===== src/rtl/hdlc_pkg.sv =====
// Shared definitions for the HDLC transmit sequencer slice.
package hdlc_pkg;

  // FIFO entry is {last, data}
  localparam int unsigned ENTRY_W = 9;

  typedef enum logic [2:0] {
    ST_IDLE  = 3'd0,
    ST_START = 3'd1,
    ST_SEND  = 3'd2,
    ST_DRAIN = 3'd3,
    ST_GAP   = 3'd4,
    ST_FLUSH = 3'd5
  } txState_e;

  function automatic logic isLast(input logic [ENTRY_W-1:0] entry);
    return entry[ENTRY_W-1];
  endfunction

endpackage


===== src/rtl/hdlc_sync_fifo.sv =====
// Single-clock FIFO with combinational head output and registered full/empty flags.
module hdlc_sync_fifo #(
  parameter int unsigned WIDTH = 9,
  parameter int unsigned DEPTH = 16
) (
  input  logic                     Clk,
  input  logic                     Rstn,
  input  logic                     Push,
  input  logic [WIDTH-1:0]         PushData,
  input  logic                     Pop,
  output logic [WIDTH-1:0]         PopData,
  output logic [$clog2(DEPTH):0]   Level,
  output logic                     Full,
  output logic                     Empty
);

  localparam int unsigned AW = $clog2(DEPTH);

  logic [WIDTH-1:0] mem [DEPTH];
  logic [AW-1:0]    wrPtr;
  logic [AW-1:0]    rdPtr;
  logic [AW:0]      levelNext;
  logic             doPush;
  logic             doPop;

  assign doPush  = Push & ~Full;
  assign doPop   = Pop & ~Empty;
  assign PopData = mem[rdPtr];

  // Occupancy after this cycle's push/pop
  always_comb begin
    levelNext = Level;
    case ({doPush, doPop})
      2'b10:   levelNext = Level + 1'b1;
      2'b01:   levelNext = Level - 1'b1;
      default: levelNext = Level;
    endcase
  end

  // Pointers, level and flags; flags precomputed from next level so they are registered
  always_ff @(posedge Clk) begin
    if (!Rstn) begin
      wrPtr <= '0;
      rdPtr <= '0;
      Level <= '0;
      Full  <= 1'b0;
      Empty <= 1'b1;
    end else begin
      if (doPush) wrPtr <= wrPtr + 1'b1;
      if (doPop)  rdPtr <= rdPtr + 1'b1;
      Level <= levelNext;
      Full  <= (levelNext == (AW+1)'(DEPTH));
      Empty <= (levelNext == '0);
    end
  end

  // Storage array, no reset needed
  always_ff @(posedge Clk) begin
    if (doPush) mem[wrPtr] <= PushData;
  end

endmodule


===== src/rtl/hdlc_tx_seq.sv =====
// HDLC transmit sequencer: buffers framed bytes and paces them into the transmitter.
module hdlc_tx_seq
  import hdlc_pkg::*;
#(
  parameter int unsigned FIFO_DEPTH = 16,
  parameter int unsigned PREFILL    = 4,
  parameter int unsigned GAP_CYCLES = 16
) (
  input  logic        Clk,
  input  logic        Rstn,
  input  logic        En,
  input  logic [7:0]  S_Data,
  input  logic        S_Last,
  input  logic        S_Valid,
  output logic        S_Ready,
  output logic [7:0]  TxInputData,
  input  logic        TxInputReq,
  output logic        TxEmpty,
  output logic        TxStart,
  output logic        TxAbort,
  input  logic        TxBusy,
  input  logic        SwAbort,
  output logic        FrameDone,
  output logic        FrameAborted,
  output logic [15:0] FrameCnt,
  output logic [15:0] AbortCnt,
  output logic [2:0]  State
);

  localparam int unsigned LW = $clog2(FIFO_DEPTH) + 1;

  txState_e             state;
  txState_e             stateNext;
  logic [ENTRY_W-1:0]   headEntry;
  logic [LW-1:0]        fifoLevel;
  logic                 fifoFull;
  logic                 fifoEmpty;
  logic [LW-1:0]        lastCnt;
  logic                 lastPopped;
  logic [15:0]          gapCnt;
  logic                 push;
  logic                 pop;
  logic                 headLast;
  logic                 startPulse;
  logic                 abortPulse;
  logic                 donePulse;
  logic                 setLastPopped;
  logic                 clrLastPopped;

  assign S_Ready     = ~fifoFull;
  assign push        = S_Valid & S_Ready;
  assign headLast    = isLast(headEntry);
  assign TxInputData = headEntry[7:0];
  assign TxEmpty     = (state == ST_SEND) ? lastPopped : 1'b1;
  assign State       = state;

  // Pulses are masked during reset so a reset mid-frame never signals an abort
  assign TxStart      = startPulse & Rstn;
  assign TxAbort      = abortPulse & Rstn;
  assign FrameAborted = abortPulse & Rstn;
  assign FrameDone    = donePulse & Rstn;

  hdlc_sync_fifo #(
    .WIDTH (ENTRY_W),
    .DEPTH (FIFO_DEPTH)
  ) uFifo (
    .Clk      (Clk),
    .Rstn     (Rstn),
    .Push     (push),
    .PushData ({S_Last, S_Data}),
    .Pop      (pop),
    .PopData  (headEntry),
    .Level    (fifoLevel),
    .Full     (fifoFull),
    .Empty    (fifoEmpty)
  );

  // State register, frame bookkeeping and counters
  always_ff @(posedge Clk) begin
    if (!Rstn) begin
      state      <= ST_IDLE;
      lastCnt    <= '0;
      lastPopped <= 1'b0;
      gapCnt     <= '0;
      FrameCnt   <= '0;
      AbortCnt   <= '0;
    end else begin
      state <= stateNext;
      case ({push & S_Last, pop & headLast})
        2'b10:   lastCnt <= lastCnt + 1'b1;
        2'b01:   lastCnt <= lastCnt - 1'b1;
        default: lastCnt <= lastCnt;
      endcase
      if (clrLastPopped)      lastPopped <= 1'b0;
      else if (setLastPopped) lastPopped <= 1'b1;
      if (state == ST_GAP && stateNext == ST_GAP) gapCnt <= gapCnt + 16'd1;
      else                                        gapCnt <= '0;
      if (donePulse)  FrameCnt <= FrameCnt + 16'd1;
      if (abortPulse) AbortCnt <= AbortCnt + 16'd1;
    end
  end

  // Next-state, pop and pulse decode
  always_comb begin
    stateNext     = state;
    pop           = 1'b0;
    startPulse    = 1'b0;
    abortPulse    = 1'b0;
    donePulse     = 1'b0;
    setLastPopped = 1'b0;
    clrLastPopped = 1'b0;
    case (state)
      ST_IDLE: begin
        if (En && !TxBusy && (lastCnt != '0 || 32'(fifoLevel) >= PREFILL))
          stateNext = ST_START;
      end
      ST_START: begin
        clrLastPopped = 1'b1;
        if (SwAbort) begin
          abortPulse = 1'b1;
          stateNext  = ST_FLUSH;
        end else begin
          startPulse = 1'b1;
          stateNext  = ST_SEND;
        end
      end
      ST_SEND: begin
        // Software abort wins over a coincident byte request
        if (SwAbort) begin
          abortPulse = 1'b1;
          stateNext  = ST_FLUSH;
        end else if (TxInputReq) begin
          if (lastPopped) begin
            stateNext = ST_DRAIN;
          end else if (fifoEmpty) begin
            abortPulse = 1'b1;
            stateNext  = ST_FLUSH;
          end else begin
            pop = 1'b1;
            if (headLast) setLastPopped = 1'b1;
          end
        end
      end
      ST_DRAIN: begin
        if (!TxBusy) begin
          donePulse = 1'b1;
          stateNext = ST_GAP;
        end
      end
      ST_GAP: begin
        if (32'(gapCnt) + 32'd1 >= GAP_CYCLES) stateNext = ST_IDLE;
      end
      ST_FLUSH: begin
        if (!fifoEmpty) begin
          pop = 1'b1;
          if (headLast) stateNext = ST_GAP;
        end
      end
      default: stateNext = ST_IDLE;
    endcase
  end

endmodule


===== config.mk =====
export PLATFORM = sky130hd
export DESIGN_NAME = hdlc_tx_seq
export DESIGN_NICKNAME = d
export VERILOG_FILES = /design/src/rtl/hdlc_pkg.sv /design/src/rtl/hdlc_sync_fifo.sv /design/src/rtl/hdlc_tx_seq.sv
export SDC_FILE = /design/constraint.sdc
export NUM_CORES = 1
export LEC_CHECK = 0
export ABC_AREA = 1
export CORE_MARGIN = 3
export CORE_UTILIZATION = 30
export CTS_CLUSTER_SIZE = 28
export DETAILED_ROUTE_END_ITERATION = 8
export PLACE_DENSITY = 0.46
export SLEW_MARGIN = 20
export SYNTH_ARGS = -nofsm -noshare
export SYNTH_HDL_FRONTEND = slang
export SYNTH_SLANG_ARGS = --single-unit

===== constraint.sdc =====
create_clock -name Clk -period 2.4 [get_ports Clk]
set_clock_uncertainty 0.1 [all_clocks]
set_input_delay 0.24 -clock Clk [delete_from_list [all_inputs] [get_ports Clk]]
set_output_delay 0.24 -clock Clk [all_outputs]
set_load 0.02 [all_outputs]

# Word level (Yosys, flattened, before mapping)
# Memories as Yosys holds them, arrays and structs flattened. A register that Yosys moved wholly into a read port is not among the register bits.
# Index checks and enable logic that the tools add are counted.
word_totals:
  ff_bits: 72
  latch_bits: 0
  ram_bits: 144
  mem_bits_ro: 0
  output_inout_bits: 49
  wordCells: 97
  mem_count: 1
memory_table:
  columns: ["name", "words", "word_bits", "rd", "rd_ports_with_merged_regs", "wr", "line", "text"]
  rows:
  - ["uFifo.mem", 16, 9, 1, 1, 1, "hdlc_sync_fifo.sv:19", "logic [WIDTH-1:0] mem [DEPTH];"]
op_classes:
  addsub: 10
  mul: 0
  n_div: 0
  order_cmp: 2
  n_eq_ne: 11
  n_shift: 0
  n_mux: 40
  n_bitwise: 11
  n_reduce_logical: 11
ops:
  columns: ["operator", "count"]
  rows:
  - ["adder 16 x 1 -> 16 bit, second input constant", 3]
  - ["two-way mux 3 bit", 10]
  - ["two-way mux 1 bit", 23]
  - ["case mux 5 bit (2 select lines)", 2]
  - ["case mux 3 bit (6 select lines)", 1]
  - ["adder 16 x 1 -> 17 bit, second input constant", 1]
  - [">= comparator 17 x 5 -> 1 bit, second input constant", 1]
  - ["adder 5 x 1 -> 5 bit, second input constant", 2]
  - ["subtractor 5 x 1 -> 5 bit, second input constant", 2]
  - ["equality test 3 bit, second input constant", 3]
  - ["adder 4 x 1 -> 4 bit, second input constant", 2]
  - ["AND 1 bit", 8]
  - ["two-way mux 4 bit", 2]
  - ["equality test 3 x 2 -> 1 bit, second input constant", 2]
  - ["equality test 5 bit, second input constant", 1]
  - [">= comparator 5 x 3 -> 1 bit, second input constant", 1]
  - ["logical NOT 5 bit", 1]
  - ["nonzero test 5 bit", 1]
  - ["equality test 2 x 1 -> 1 bit, second input constant", 2]
  - ["equality test 2 bit, second input constant", 2]
  - ["case mux 1 bit (2 select lines)", 2]
  - ["equality test 3 x 1 -> 1 bit, second input constant", 1]
  - ["logical AND 1 bit", 3]
  - ["logical NOT 3 bit", 1]
  - ["other kinds (6)", 8]

# Logic depth before layout (Yosys ltp)
logic_depth:
  word_depth: 9
  mapped_depth: 16

# Cells and area by module
# Synthesis repeated with hierarchy kept, for this count alone.
hier_totals:
  cells_unflattened: 947
  area_unflattened_um2: 9855.7
modules_own_cells:
  columns: ["module", "n_inst", "cells_each", "area_per_inst_um2"]
  rows:
  - ["hdlc_sync_fifo", 1, 532, 6826.5]
  - ["hdlc_tx_seq", 1, 415, 3029.2]

# Worst setup path before layout
# No wires, ideal clock.
synth_path:
  kind: "register -> register"
  start: "register state[2] (netlist: State[2])"
  end: "register lastCnt[4]"
  setup_ns: 0.119
  arrival_time_ns: 2.549
  required_time_ns: 2.181
  slack_ns: -0.367
  path_stages_with_launch: 16
  path_buffers: 0
  period_less_slack_ns: 2.767
  path_cell_list: "dfxtp_1 > inv_1 > nor3_2 > inv_1 > o21ai_4 > inv_1 > a21oi_1 > ha_1 > ha_1 > nand2_1 > nor2_1 > a211oi_1 > o21ai_0 > a21oi_1 > nand2_1 > nor3b_1"
synth_between:
  elab_chain_cells: 5
  word_cells_on_any_way: 8
synth_rtl:
  columns: ["item", "line", "text"]
  rows:
  - ["start: declaration", "hdlc_tx_seq.sv:32", "txState_e state;"]
  - ["start signal: assignment", "hdlc_tx_seq.sv:88", "state <= stateNext;"]
  - ["equality test 3 bit / equality test 3 x 2 -> 1 bit (equally long branches)", "hdlc_tx_seq.sv:112", "case (state)"]
  - ["case mux 1 bit (2 select lines) *", "hdlc_tx_seq.sv:112", null]
  - ["AND 1 bit *", "hdlc_tx_seq.sv:89", "case ({push & S_Last, pop & headLast})"]
  - ["equality test 2 x 1 -> 1 bit / equality test 2 bit (equally long branches)", "hdlc_tx_seq.sv:89", null]
  - ["case mux 5 bit (2 select lines) / nonzero test 2 bit (equally long branches)", null, null]
  - ["end signal: assignment", "hdlc_tx_seq.sv:90", "2'b10: lastCnt <= lastCnt + 1'b1;"]
  - ["end signal: assignment", "hdlc_tx_seq.sv:91", "2'b01: lastCnt <= lastCnt - 1'b1;"]
  - ["end signal: assignment", "hdlc_tx_seq.sv:92", "default: lastCnt <= lastCnt;"]
  - ["end: declaration", "hdlc_tx_seq.sv:38", "logic [LW-1:0] lastCnt;"]
# Mark *: on every way between the ends. The rest lies on a longest branch, timed or not.
# A chain may end at the register's enable or synchronous reset.

==> PnR_summary.wiki <==
{| class="wikitable"
! Metric !! Value
|-
| Pin count of the biggest net entering global routing || 27
|-
| Final HPWL from detailed placement || approximately 15,000 um
|-
| Filler Cell Count || between 3,000 and 4,000
|-
| Worst Hold Class || reg2reg
|-
| Cts-stage hold buffer count || 0
|-
| F_max || approximately 390 MHz
|-
| Vias per cell || between 4 and 5
|-
| Power density over cell area || around 670 mW/mm2
|-
| Arrival time at the worst endpoint || about 2900 ps
|-
| Startpoint types || flop
|-
| Sequential area share after synthesis || 0.6027
|-
| Post-place setup slack || -319.1 ps
|-
| Area of combinational cells with multiple inputs || 0.003470 mm2
|-
| Aggregate global-route resource usage || 0.1382
|-
| Final global-route overflow total || 0
|-
| Cell total after placement || around 1,500
|-
| Number of nets in the finished design || 1,145
|-
| Synthesis Warnings || 0
|-
| Count of vias placed by the detailed router || around 7,000
|-
| Remaining antenna violation count after routing || 0
|-
| Number of DRC markers in iteration 0 || between 200 and 300
|-
| Effective utilization at floorplan || 0.3058
|-
| Maximum VDD drop || slightly below 0.0005 V
|-
| Cell count after synthesis || about 950
|-
| Min setup slack post-route || -142.2 ps
|-
| Worst-case clock buffer depth || 3
|-
| Final critical-path required period || approximately 2500 ps
|-
| Type of element capturing the critical path || flop
|-
| Total negative slack || -977.5 ps
|-
| Violations in the final reports || negative setup slack
|-
| Total standard cell area after synthesis || approximately 0.0097 mm2
|-
| Internal power consumption || around 6.6 mW
|-
| Fraction of layout instances using a drive strength above 1 || 0.1770
|-
| Share of flip-flops with an asynchronous set or reset after synthesis || 0
|-
| Final Core Density || 0.3993
|-
| Relative area change from synthesis to final layout || 30.56%
|-
| Total wire length after detailed routing || approximately 24,000 um
|-
| Post-synthesis cell type count || 48
|-
| Area of the core region || 0.03172 mm2
|-
| Number of global-route vias before repair || 7,014
|-
| Critical path start-end classification || reg2reg
|-
| Input/output buffers || between 60 and 70
|-
| Residual DRC count || 0
|-
| Clk_lat worst skew || between 500 and 600 ps
|-
| Post-synth top flop || sky130_fd_sc_hd__edfxtp_1
|-
| Root buffer cell || sky130_fd_sc_hd__clkbuf_16
|-
| Final Total Pwr || ~8.5 mW
|-
| Critical path fanouts, max || 8
|-
| CTS tree || done
|-
| Total number of placement rows || 65
|-
| First-pass GRT wire length || between 30,000 and 40,000 um
|-
| Max capacitance violation total || 0
|-
| Inserted Clock Buffers || 26
|-
| Count of state elements after synthesis || 220
|-
| Power share of the combinational group || 0.055
|-
| Register share of total power || 0.486
|-
| Power dissipated by switching net loads || approximately 1.9 mW
|-
| Syn Area/Cell || a little over 10 um2
|-
| Weighted congestion at the end of routability-driven global placement || a little under 0.8
|-
| Worst Tran Pin Value || approximately 660 ps
|-
| Die H || ~190 um
|-
| Final Hold Violating Endpoints || 0
|-
| Fraction of power spent switching nets || 0.2216
|-
| Boundary Pins || 65
|-
| Number of max-slew violations in the final report || 0
|-
| Number of antenna violations at the first check in global routing || 0
|-
| RSZ-0062 raised after global routing || yes
|-
| Total of endpoints with negative setup slack in the final report || 11
|-
| Required time at the worst-slack endpoint || between 2000 and 3000 ps
|-
| Final design area excluding fillers || between 0.01 and 0.015 mm2
|-
| Clock network fraction of design power || 0.459
|-
| Status || finished with violations
|-
| Number of enable-type register cells in the synthesized netlist || ~140
|-
| Min Hold Slack || 383.4 ps
|-
| Clock sinks || 220
|-
| Maximum level of the CTS H-tree || 1
|-
| Final routed wire length divided by cell count || approximately 16 um
|-
| Leak Pwr || approximately 4.7 nW
|-
| First-pass detailed-route iteration total || 4
|-
| Diode insertion count for antenna repair || 0
|-
| Reg area || between 0.005 and 0.006 mm2
|-
| Die Outline Area || approximately 0.035 mm2
|-
| Post-CTS clock slew at the launch and capture registers of the worst setup and hold paths || 50 ps
|-
| Placed Instance Area || roughly 0.011 mm2
|-
| Die boundary width || 185.8 um
|-
| Tightest slew margin relative to the limit || 0.5570
|-
| Period Utilization, post-route || 1.059
|-
| Filler-free cell count of the finished design || between 1,500 and 2,000
|}
-- final cells by class --
type	instances	area share
repair buffers	150	0.1188
well taps	402	0.03972
clock inverters	19	0.01393
clock buffers	29	0.05306
multi-input cells	586	0.2740
flip-flops and latches	220	0.4628
inverters	126	0.03774
-- layer usage --
metal  global-route usage  up-vias  routed length (um)
met4              0.03843        0                 597
met2               0.2292      135               11270
met1               0.1857     3392               11230
met5                    0        -                   0
met3              0.02619       40                1071
li1                     -     3594                   -
-- synthesized netlist by cell type, types with 2 or more instances --
master,n,area [um2]
sky130_fd_sc_hd__edfxtp_1,144,4324
sky130_fd_sc_hd__nand2_1,127,476.7
sky130_fd_sc_hd__inv_1,122,457.9
sky130_fd_sc_hd__nor2_1,97,364.1
sky130_fd_sc_hd__dfxtp_1,76,1521
sky130_fd_sc_hd__o21ai_0,73,365.4
sky130_fd_sc_hd__a21oi_1,69,345.3
sky130_fd_sc_hd__nand3_1,42,210.2
sky130_fd_sc_hd__o211ai_1,36,270.3
sky130_fd_sc_hd__mux2i_1,32,320.3
sky130_fd_sc_hd__clkbuf_1,18,67.56
sky130_fd_sc_hd__ha_1,17,212.7
sky130_fd_sc_hd__nand4_1,12,75.07
sky130_fd_sc_hd__nor3_1,10,50.05
sky130_fd_sc_hd__buf_2,6,30.03
sky130_fd_sc_hd__xor2_1,6,52.55
sky130_fd_sc_hd__o21ai_1,5,25.02
sky130_fd_sc_hd__xnor2_1,5,43.79
sky130_fd_sc_hd__nor3b_1,4,30.03
sky130_fd_sc_hd__a211oi_1,3,22.52
sky130_fd_sc_hd__buf_1,3,11.26
sky130_fd_sc_hd__buf_4,3,22.52
sky130_fd_sc_hd__inv_2,3,11.26
sky130_fd_sc_hd__nand3_2,3,30.03
sky130_fd_sc_hd__nor2_2,3,18.77
sky130_fd_sc_hd__nor3_4,3,48.80
sky130_fd_sc_hd__nor4_1,3,18.77
sky130_fd_sc_hd__and2_1,2,12.51
sky130_fd_sc_hd__fa_1,2,40.04
sky130_fd_sc_hd__nand3b_1,2,15.01
sky130_fd_sc_hd__nor2_4,2,22.52
sky130_fd_sc_hd__o21a_1,2,15.01
sky130_fd_sc_hd__o22ai_1,2,12.51
-- cells by family after synthesis --
kind of cell,count (synthesis),synth area share
buffers and inverters,157,0.06347
adders and majority gates,19,0.02606
DFF,220,0.6027
muxes,32,0.03302
xor gates and xnor gates,11,0.009933
and+or+nand+nor,316,0.1486
AOI/OAI and AO/OA,196,0.1158
other,1,0.0003866
-- sequential cells by signal (all words and copies together) (netlist names), named ones only --
register	count
lastPopped	1
uFifo.rdPtr	4
gapCnt	16
uFifo.Level	5
uFifo.mem	144
uFifo.Empty	1
lastCnt	5
State	3
uFifo.Full	1
uFifo.wrPtr	4
AbortCnt	16
FrameCnt	16
-- what timing repair did --
action	in CTS	in global routing
endpoints found under the setup margin	18	16
buffers inserted	4	6
cloned	3	5
pin swaps	21	28
gates resized for setup	67	51
endpoints found under the hold margin	0	0
-- worst max-delay path: stages, from the launching register on --
cell and delay (ps):
sky130_fd_sc_hd__dfxtp_4 400, sky130_fd_sc_hd__buf_8 150, sky130_fd_sc_hd__a21oi_2 100, sky130_fd_sc_hd__o21ai_1 70, sky130_fd_sc_hd__nand3_1 90, sky130_fd_sc_hd__nand3_2 140
sky130_fd_sc_hd__a21oi_2 190, sky130_fd_sc_hd__ha_4 200, sky130_fd_sc_hd__ha_4 220, sky130_fd_sc_hd__nand2_2 60, sky130_fd_sc_hd__nor2_2 40, sky130_fd_sc_hd__a211oi_2 220
sky130_fd_sc_hd__o21ai_1 110, sky130_fd_sc_hd__a21oi_2 130, sky130_fd_sc_hd__nand2_1 50, sky130_fd_sc_hd__nor3b_2 140
-- placed cells by master, fill, tap and decap left out, types with 4 or more instances in the layout --
master                            instances
sky130_fd_sc_hd__xor2_1                   5
sky130_fd_sc_hd__clkinv_2                 7
sky130_fd_sc_hd__o21ai_1                 22
sky130_fd_sc_hd__nand2_2                  4
sky130_fd_sc_hd__clkdlybuf4s50_1         52
sky130_fd_sc_hd__dfxtp_4                  4
sky130_fd_sc_hd__inv_2                    7
sky130_fd_sc_hd__ha_4                     4
sky130_fd_sc_hd__clkbuf_16               31
sky130_fd_sc_hd__conb_1                  12
sky130_fd_sc_hd__o211ai_1                36
sky130_fd_sc_hd__a21oi_2                  7
sky130_fd_sc_hd__nor2_1                  95
sky130_fd_sc_hd__buf_12                   4
sky130_fd_sc_hd__nor3_1                  10
sky130_fd_sc_hd__edfxtp_1               144
sky130_fd_sc_hd__nand4_1                 12
sky130_fd_sc_hd__dfxtp_1                 72
sky130_fd_sc_hd__inv_1                  116
sky130_fd_sc_hd__buf_16                   4
sky130_fd_sc_hd__buf_4                   70
sky130_fd_sc_hd__nor2_2                   5
sky130_fd_sc_hd__o21ai_0                 53
sky130_fd_sc_hd__nand3_1                 39
sky130_fd_sc_hd__xnor2_1                  5
sky130_fd_sc_hd__ha_1                    13
sky130_fd_sc_hd__nand3_2                  6
sky130_fd_sc_hd__nor3_4                   4
sky130_fd_sc_hd__a21oi_1                 62
sky130_fd_sc_hd__mux2i_1                 29
sky130_fd_sc_hd__buf_6                    8
sky130_fd_sc_hd__clkinv_1                 8
sky130_fd_sc_hd__nand2_1                124
-- power by group through the flow --
stage | logic, mW | registers (mW) | clock network, mW
finish | 0.464 | 4.13 | 3.90
detailed placement | 0.447 | 4.21 | 0
global placement | 0.445 | 4.21 | 0
floorplan | 0.224 | 4.21 | 0
CTS | 0.453 | 4.13 | 4.02
global route | 0.520 | 4.14 | 4.18
-- final timing paths --
check / from / to / slack (ps) / cells after the start
hold / removal: FrameCnt[12]$_SDFFE_PN0P_ / FrameCnt[12]$_SDFFE_PN0P_ / 380 / 2
hold reg to reg: FrameCnt[12]$_SDFFE_PN0P_ / FrameCnt[12]$_SDFFE_PN0P_ / 380 / 2
setup reg to reg: flop / lastCnt[4]$_SDFFE_PN0P_ / -140 / 15
setup / recovery: flop / lastCnt[4]$_SDFFE_PN0P_ / -140 / 15
Note: power is estimated with default switching activity, not from simulation.
